[src/rtl/expr_result_pkg.sv]
// Field layout of the 90-bit packed expression-result bus {y0,...,y17}, y0 at the MSB.
// Shared by the unpacker top and its field extractor.
package expr_result_pkg;

  localparam int NUM_FIELDS = 18;
  localparam int PACKED_W   = 90;

  typedef logic [4:0] field_idx_t;

  // Fields repeat in groups of three (widths 4,5,6); every second group is signed.
  function automatic int field_width(input field_idx_t k);
    return 4 + (int'(k) % 3);
  endfunction

  function automatic logic field_signed(input field_idx_t k);
    return (int'(k) % 6) >= 3;
  endfunction

  function automatic int field_msb(input field_idx_t k);
    int r;
    r = int'(k) % 3;
    return PACKED_W - 1 - 15 * (int'(k) / 3) - ((r == 0) ? 0 : (r == 1) ? 4 : 9);
  endfunction

endpackage

[src/rtl/expr_field_extract.sv]
// Combinational slice of one field from the packed word, sign- or zero-extended to OUT_W.
// With EXPR_UNPACK_SIG_EN defined it also exposes the raw (unextended) field bits.
module expr_field_extract
  import expr_result_pkg::*;
#(
  parameter int OUT_W = 8
) (
  input  logic [PACKED_W-1:0] i_word,
  input  field_idx_t          i_idx,
`ifdef EXPR_UNPACK_SIG_EN
  output logic [5:0]          o_raw,
`endif
  output logic [OUT_W-1:0]    o_field,
  output logic                o_signed
);

  logic [5:0] w_bits;
  logic [5:0] w_raw;
  logic [5:0] w_mask;
  logic       w_top;
  logic       w_fill;

  always_comb begin
    w_bits   = 6'(i_word >> (field_msb(i_idx) - field_width(i_idx) + 1));
    o_signed = field_signed(i_idx);
    case (field_width(i_idx))
      4:       begin w_mask = 6'h0F; w_top = w_bits[3]; end
      5:       begin w_mask = 6'h1F; w_top = w_bits[4]; end
      default: begin w_mask = 6'h3F; w_top = w_bits[5]; end
    endcase
    w_raw  = w_bits & w_mask;
    w_fill = o_signed & w_top;
    // Bits above the field width carry the fill value, both inside and beyond bit 5.
    o_field = OUT_W'(w_raw | (w_fill ? ~w_mask : 6'h00));
    for (int b = 6; b < OUT_W; b++) o_field[b] = w_fill;
  end

`ifdef EXPR_UNPACK_SIG_EN
  assign o_raw = w_raw;
`endif

endmodule

[src/rtl/expr_result_unpacker.sv]
// Unpacks one 90-bit expression-result word into 18 extended field beats (valid/ready both sides).
// Optional EXPR_UNPACK_SIG_EN adds a per-word rotate-xor signature on sig_out/sig_valid.
module expr_result_unpacker
  import expr_result_pkg::*;
#(
  parameter int OUT_W     = 8,
  parameter bit MSB_FIRST = 1'b1
) (
  input  logic                clk,
  input  logic                rst_n,
  input  logic                in_valid,
  output logic                in_ready,
  input  logic [PACKED_W-1:0] in_data,
  output logic                out_valid,
  input  logic                out_ready,
  output logic [4:0]          out_idx,
  output logic [OUT_W-1:0]    out_field,
  output logic                out_signed,
  output logic                out_last
`ifdef EXPR_UNPACK_SIG_EN
  ,
  output logic [15:0]         sig_out,
  output logic                sig_valid
`endif
);

  typedef enum logic {S_IDLE, S_EMIT} state_t;

  localparam field_idx_t FIRST_IDX = MSB_FIRST ? field_idx_t'(0) : field_idx_t'(NUM_FIELDS - 1);
  localparam field_idx_t LAST_IDX  = MSB_FIRST ? field_idx_t'(NUM_FIELDS - 1) : field_idx_t'(0);

  state_t              r_state;
  field_idx_t          r_cnt;
  logic [PACKED_W-1:0] r_word;
  logic                w_at_last;
  logic                w_in_hs;
  logic                w_out_hs;

  assign out_valid = (r_state == S_EMIT);
  assign out_idx   = r_cnt;
  assign w_at_last = (r_cnt == LAST_IDX);
  assign out_last  = out_valid && w_at_last;
  // Accepting during the last beat lets the next word follow with no bubble.
  assign in_ready  = (r_state == S_IDLE) || (w_at_last && out_ready);
  assign w_in_hs   = in_valid && in_ready;
  assign w_out_hs  = out_valid && out_ready;

`ifdef EXPR_UNPACK_SIG_EN
  logic [5:0] w_raw;
`endif

  expr_field_extract #(.OUT_W(OUT_W)) u_extract (
    .i_word   (r_word),
    .i_idx    (r_cnt),
`ifdef EXPR_UNPACK_SIG_EN
    .o_raw    (w_raw),
`endif
    .o_field  (out_field),
    .o_signed (out_signed)
  );

  always_ff @(posedge clk or negedge rst_n) begin
    if (!rst_n) begin
      r_state <= S_IDLE;
      r_cnt   <= '0;
      r_word  <= '0;
    end else begin
      case (r_state)
        S_IDLE: begin
          if (w_in_hs) begin
            r_word  <= in_data;
            r_cnt   <= FIRST_IDX;
            r_state <= S_EMIT;
          end
        end
        S_EMIT: begin
          if (w_out_hs) begin
            if (!w_at_last) begin
              r_cnt <= MSB_FIRST ? r_cnt + 5'd1 : r_cnt - 5'd1;
            end else if (w_in_hs) begin
              r_word <= in_data;
              r_cnt  <= FIRST_IDX;
            end else begin
              r_state <= S_IDLE;
            end
          end
        end
        default: r_state <= S_IDLE;
      endcase
    end
  end

`ifdef EXPR_UNPACK_SIG_EN
  logic [15:0] r_sig;
  logic [15:0] w_sig_next;

  assign w_sig_next = {r_sig[14:0], r_sig[15]} ^ {10'b0, w_raw};

  // sig_out captures the folded value including the last field, so it is valid even when a new word loads.
  always_ff @(posedge clk or negedge rst_n) begin
    if (!rst_n) begin
      r_sig     <= '0;
      sig_out   <= '0;
      sig_valid <= 1'b0;
    end else begin
      sig_valid <= w_out_hs && w_at_last;
      if (w_out_hs && w_at_last) sig_out <= w_sig_next;
      if (w_in_hs)       r_sig <= '0;
      else if (w_out_hs) r_sig <= w_sig_next;
    end
  end
`endif

endmodule

[config.mk]
export PLATFORM = sky130hd
export DESIGN_NAME = expr_result_unpacker
export DESIGN_NICKNAME = d
export VERILOG_FILES = /design/src/rtl/expr_result_pkg.sv /design/src/rtl/expr_field_extract.sv /design/src/rtl/expr_result_unpacker.sv
export SDC_FILE = /design/constraint.sdc
export NUM_CORES = 1
export LEC_CHECK = 0
export CAP_MARGIN = 20
export CELL_PAD_IN_SITES_DETAIL_PLACEMENT = 1
export CELL_PAD_IN_SITES_GLOBAL_PLACEMENT = 1
export CORE_UTILIZATION = 45
export CTS_CLUSTER_DIAMETER = 150
export DETAILED_ROUTE_END_ITERATION = 16
export HOLD_SLACK_MARGIN = 0.05
export PLACE_DENSITY_LB_ADDON = 0.1
export SYNTH_ARGS = -nofsm -noshare
export SYNTH_HDL_FRONTEND = slang
export SYNTH_HIERARCHICAL = 1
export SYNTH_SLANG_ARGS = --single-unit
[constraint.sdc]
create_clock -name clk -period 13.3 [get_ports clk]
set_clock_uncertainty 0.2 [all_clocks]
set_input_delay 2.66 -clock clk [delete_from_list [all_inputs] [get_ports clk]]
set_output_delay 2.66 -clock clk [all_outputs]
set_load 0.1 [all_outputs]
-- Word level (Yosys, flattened, before mapping)
Index checks and enable logic that the tools add are counted.
- logic and storage cells: 50
- input bits: 94
- output and inout bits: 17
- register bits after elaboration: 96
- equal/unequal tests: 6
- div/mod/pow operators: 3
- shift operators: 1
- multiplexer cells: 17
- add/subtract/negate cells: 6
- bitwise logic cells: 5
- multiply operators: 1
- order comparisons: 1
- reductions and logical operators: 7
- operator list (operator ; number):
    2-to-1 mux 90 bit ; 3
    one-hot mux 90 bit (2 select lines) ; 1
    >> shifter 90 x 32 -> 6 bit ; 1
    equality test 32 x 3 -> 1 bit, second input constant ; 2
    subtractor 32 bit ; 2
    adder 32 x 2 -> 32 bit, second input constant ; 1
    adder 4 x 32 -> 32 bit, first input constant ; 1
    divider 6 x 3 -> 32 bit, second input constant ; 1
    equality test 32 x 2 -> 1 bit, second input constant ; 1
    greater-or-equal comparator 32 x 3 -> 1 bit, second input constant ; 1
    logical NOT 32 bit ; 1
    remainder unit 6 x 3 -> 32 bit, second input constant ; 1
    remainder unit 6 x 4 -> 32 bit, second input constant ; 1
    multiplier 5 x 32 -> 32 bit, first input constant ; 1
    2-to-1 mux 32 bit ; 1
    subtractor 8 x 32 -> 32 bit, first input constant ; 1
    2-to-1 mux 5 bit ; 3
    one-hot mux 6 bit (2 select lines) ; 1
    one-hot mux 5 bit (2 select lines) ; 1
    bitwise AND 6 bit ; 1
    2-to-1 mux 6 bit ; 1
    NOT 6 bit ; 1
    bitwise OR 6 bit ; 1
    adder 5 x 1 -> 5 bit, second input constant ; 1
    other kinds (10) ; 17

-- Logic depth before layout (Yosys ltp)
- word-level depth: 12
- depth in mapped cells: 40
- gate-level depth less buffers: 36

-- Cells and area by module
The synthesis kept the hierarchy.
- by module, submodules not included (module ; times used ; cells an instance ; area each (um2)):
    expr_field_extract ; 1 ; 996 ; 8165.3
    expr_result_unpacker ; 1 ; 439 ; 4229.1

-- Worst setup path before layout
No wires, ideal clock.
- kind: register to output
- start: register r_cnt[3] (netlist: out_idx[3])
- end: output port out_field[4]
- path buffers: 4
- stages on the path, launching flop included: 40
- required time: 10.440 ns
- setup slack: -2.322 ns
- arrival time: 12.762 ns
- cells stage by stage: dfrtp_1 > buf_2 > buf_1 > inv_1 > ha_1 > clkbuf_1 > and3_1 > mux4_2 > ha_1 > inv_1 > o211a_4 > nand2_1 > a21oi_1 > ha_1 > inv_1 > o211ai_2 > nor3_2 > xor2_2 > [4 not listed] > ha_1 > fa_1 > inv_1 > fa_1 > ha_1 > inv_1 > fa_1 > nand2b_1 > a21o_1 > a21boi_0 > o211ai_1 > a211oi_1 > o211ai_1 > nor4b_1 > nand4b_1 > nor3_1 > nand2_1 > mux2i_1
- word-level cells in the longest chain between the ends: 12
- RTL lines (item ; line ; RTL):
    start: declaration ; expr_result_unpacker.sv:33 ; field_idx_t r_cnt;
    start signal: assignment ; expr_result_unpacker.sv:79 ; r_cnt <= MSB_FIRST ? r_cnt + 5'd1 : r_cnt - 5'd1;
    branches (longest 11 deep; another with divider 6 x 3 -> 32 bit) ; n/a ;
    bitwise OR 6 bit * ; expr_field_extract.sv:34 ; o_field = OUT_W'(w_raw | (w_fill ? ~w_mask : 6'h00));
    end: declaration ; expr_result_unpacker.sv:17 ; output logic [OUT_W-1:0] out_field,
Mark *: on every way between the ends.

-- Worst setup path after layout
- start: register r_cnt[3] (netlist: out_idx[3])
- end: output port out_field[5]
The elaborated chain is that of the path after synthesis.

==> out/results.ini <==
[drt]
antenna_left=0
dr.pass1.iters=4
dr.first_iter.drc_count=688
via_count=11300
wl_per_cell_um=21.3
wl_mm=38.7
drc=0
vias_per_cell=6.25

[worst_setup_path]
arrival_ns=9.91
cp_top_family=adder cells
start_kind=register
crit_path_end_kind=output pin
critPathKind=reg2out
critPathMaxStageDelay_ns=0.56
cpMostUsedCell=ha_1
cp_slowest_cell=dfrtp_4
cp_max_fo=16
required_ns=10.44
path_buf_inv=7

[sta]
setup_viol=0
fmax_mhz=78.3
period_minus_slack_ns=12.77
fin_crit_sh=0.960
maxSlewViolCount=0
hold_violations=0
timing.final.ws_setup_ns=0.527
relSlewSlack=0.275
max_slew.worst_pin.slew_ns=1.09

[synth]
yosysWarnings=6
seq_area_frac_synth=0.194
syn_avg_cell_area_um2=8.64
synth_edf_count=0
yosysUniqueCellTypes=95
synth_nets=1636
synthArstFlopShare=1.00
synth_flop_cell=dfrtp_1
synth_area_um2=12400
ys_ff_latch=96
postSynthCellCount=1435

[floorplanning]
fp-row-count=60
num_io_pins=111
chipHeight_um=168
dieArea_um2=28200
die_w_um=168
core_um2=27000
start_util=0.460

[layout]
antenna-diode-count=0
area_growth_pct=14.2
drive_gt1_frac=0.158
nets=1669

[grt]
grt_pass1_wl_mm=64.5
antenna_found_initial=0
grt_pass1_vias=12000
globalRouteOverflowTotal=0
grt.total_usage=0.284
grt_max_degree=91

[cts]
clockBufferDepth=2
cts_max_level=3
cts_sinks=96
cts.clk_slew.worst_paths_ns=0.07
cts_buffers=9
cts_tree=done
ctsRootBufferMaster=clkbuf_16
clock_latency_ns=0.36

[min_path]
hp-class=reg2reg

[placed_design]
gp_congestion=0.881
numPortBuffers=110
post-place-ws_ns=0.189
hpwl_mm=28.8

[status]
status=finished, final reports clean

[job]
max_cap_violations=0

registers in the layout, summed over array words and instances (netlist names):
name,count
out_valid,1
r_word,90
out_idx,5
routing by layer:
layer  share of wire  global-route usage  up-vias
met5               0                   0        -
met4           0.031               0.108        0
met3           0.024              0.0247       72
met2            0.50               0.487      238
met1            0.45               0.374     5702
li1                -                   -     5325
metrics by stage:
step	instances	cell area, um2	utilization	hold WS, ns	setup TNS, ns
after detailed placement	1795	13700	0.509	0.356	0
final	1814	14200	0.525	0.381	0
after global placement	1795	13700	0.509	0.346	0
after floorplan	1435	12400	-	0.308	0
after CTS	1811	14100	0.522	0.379	0
after global routing	1814	14200	0.525	0.406	-0.000209
area by class of cell:
cell class	instances	area, um2
clock buffer	11	253
clock inverter	5	86.3
fill	3158	12800
inverter	130	488
multi-input combinational	1093	9100
sequential	96	2410
tap	341	427
timing repair buffer	138	1400
cell usage after synthesis (8+ instances only):
cell         n  share of area
nand4_1     11         0.0056
nand2b_1    10         0.0050
mux2i_1     36          0.029
buf_6       11          0.010
nand3_1     21         0.0085
fa_1        14          0.023
clkbuf_1    68          0.021
dfrtp_1     96           0.19
buf_2       24         0.0097
buf_1        9         0.0027
o211ai_1    18          0.011
nor3_1      25          0.010
nor4_1       9         0.0045
o2111ai_1    8         0.0057
mux4_2      90           0.16
o22ai_1     74          0.037
a211oi_1    17          0.010
ha_1        93          0.094
inv_1      125          0.038
xor2_1      10         0.0071
xnor2_1     13         0.0092
nor2_1      68          0.021
o21a_1      14         0.0085
o21ai_0     43          0.017
a21o_1      20          0.012
o31a_1      11         0.0078
o22ai_2     20          0.020
nand2_1    247          0.075
a21oi_1     75          0.030
placed cells by master, fill, tap and decap left out, types with 43 or more instances in the layout:
master	instances
a21oi_1	73
o21ai_0	43
nor2_1	68
inv_1	124
ha_1	89
mux4_2	90
nand2_1	247
clkdlybuf4s50_1	100
o22ai_1	74
dfrtp_1	95
final timing paths:
| kind | from | end | slack (ns) | cells past startpoint |
|---|---|---|---|---|
| worst max-delay path | out_idx[3]$_DFFE_PN0N_ | out_field[5] | 0.53 | 37 |
| worst min-delay path | r_word[58]$_DFFE_PN0P_ | r_word[58]$_DFFE_PN0P_ | 0.38 | 2 |
| worst max register to register | out_idx[0]$_DFFE_PN0N_ | r_word[32]$_DFFE_PN0P_ | 10.14 | 5 |
| worst min register to register | r_word[58]$_DFFE_PN0P_ | r_word[58]$_DFFE_PN0P_ | 0.38 | 2 |
| max in group asynchronous | rst_n | r_word[49]$_DFFE_PN0P_ | 9.63 | 2 |
| min in group asynchronous | rst_n | r_word[83]$_DFFE_PN0P_ | 1.99 | 1 |
what timing repair did:
action,CTS,global route
hold buffers,0,0
resized for setup,2,18
pin swaps,0,4
hold endpoints to repair,0,0
buffers inserted,0,3
cloned,0,0
endpoints found under the setup margin,2,8
logic make-up (layout without fill, tap and decap cells):
group,Yosys count,in the layout,synth area share
compound gates,373,373,0.217
xor+xnor,26,26,0.0202
fa+ha+maj,107,107,0.116
buf+inv,246,284,0.0848
flops,96,96,0.194
mux,134,134,0.200
simple gates,453,453,0.168
worst min-delay path, delay by kind of cell (launching register included):
kind	cells	cell delay, ns
AO/OA/AOI/OAI	1	0.07
AND/OR/NAND/NOR	1	0.07
flip-flops	1	0.40
Power is left out: the tool's default activity adds up to more than one toggle a clock period on the data nets, which glitch-free logic cannot reach.
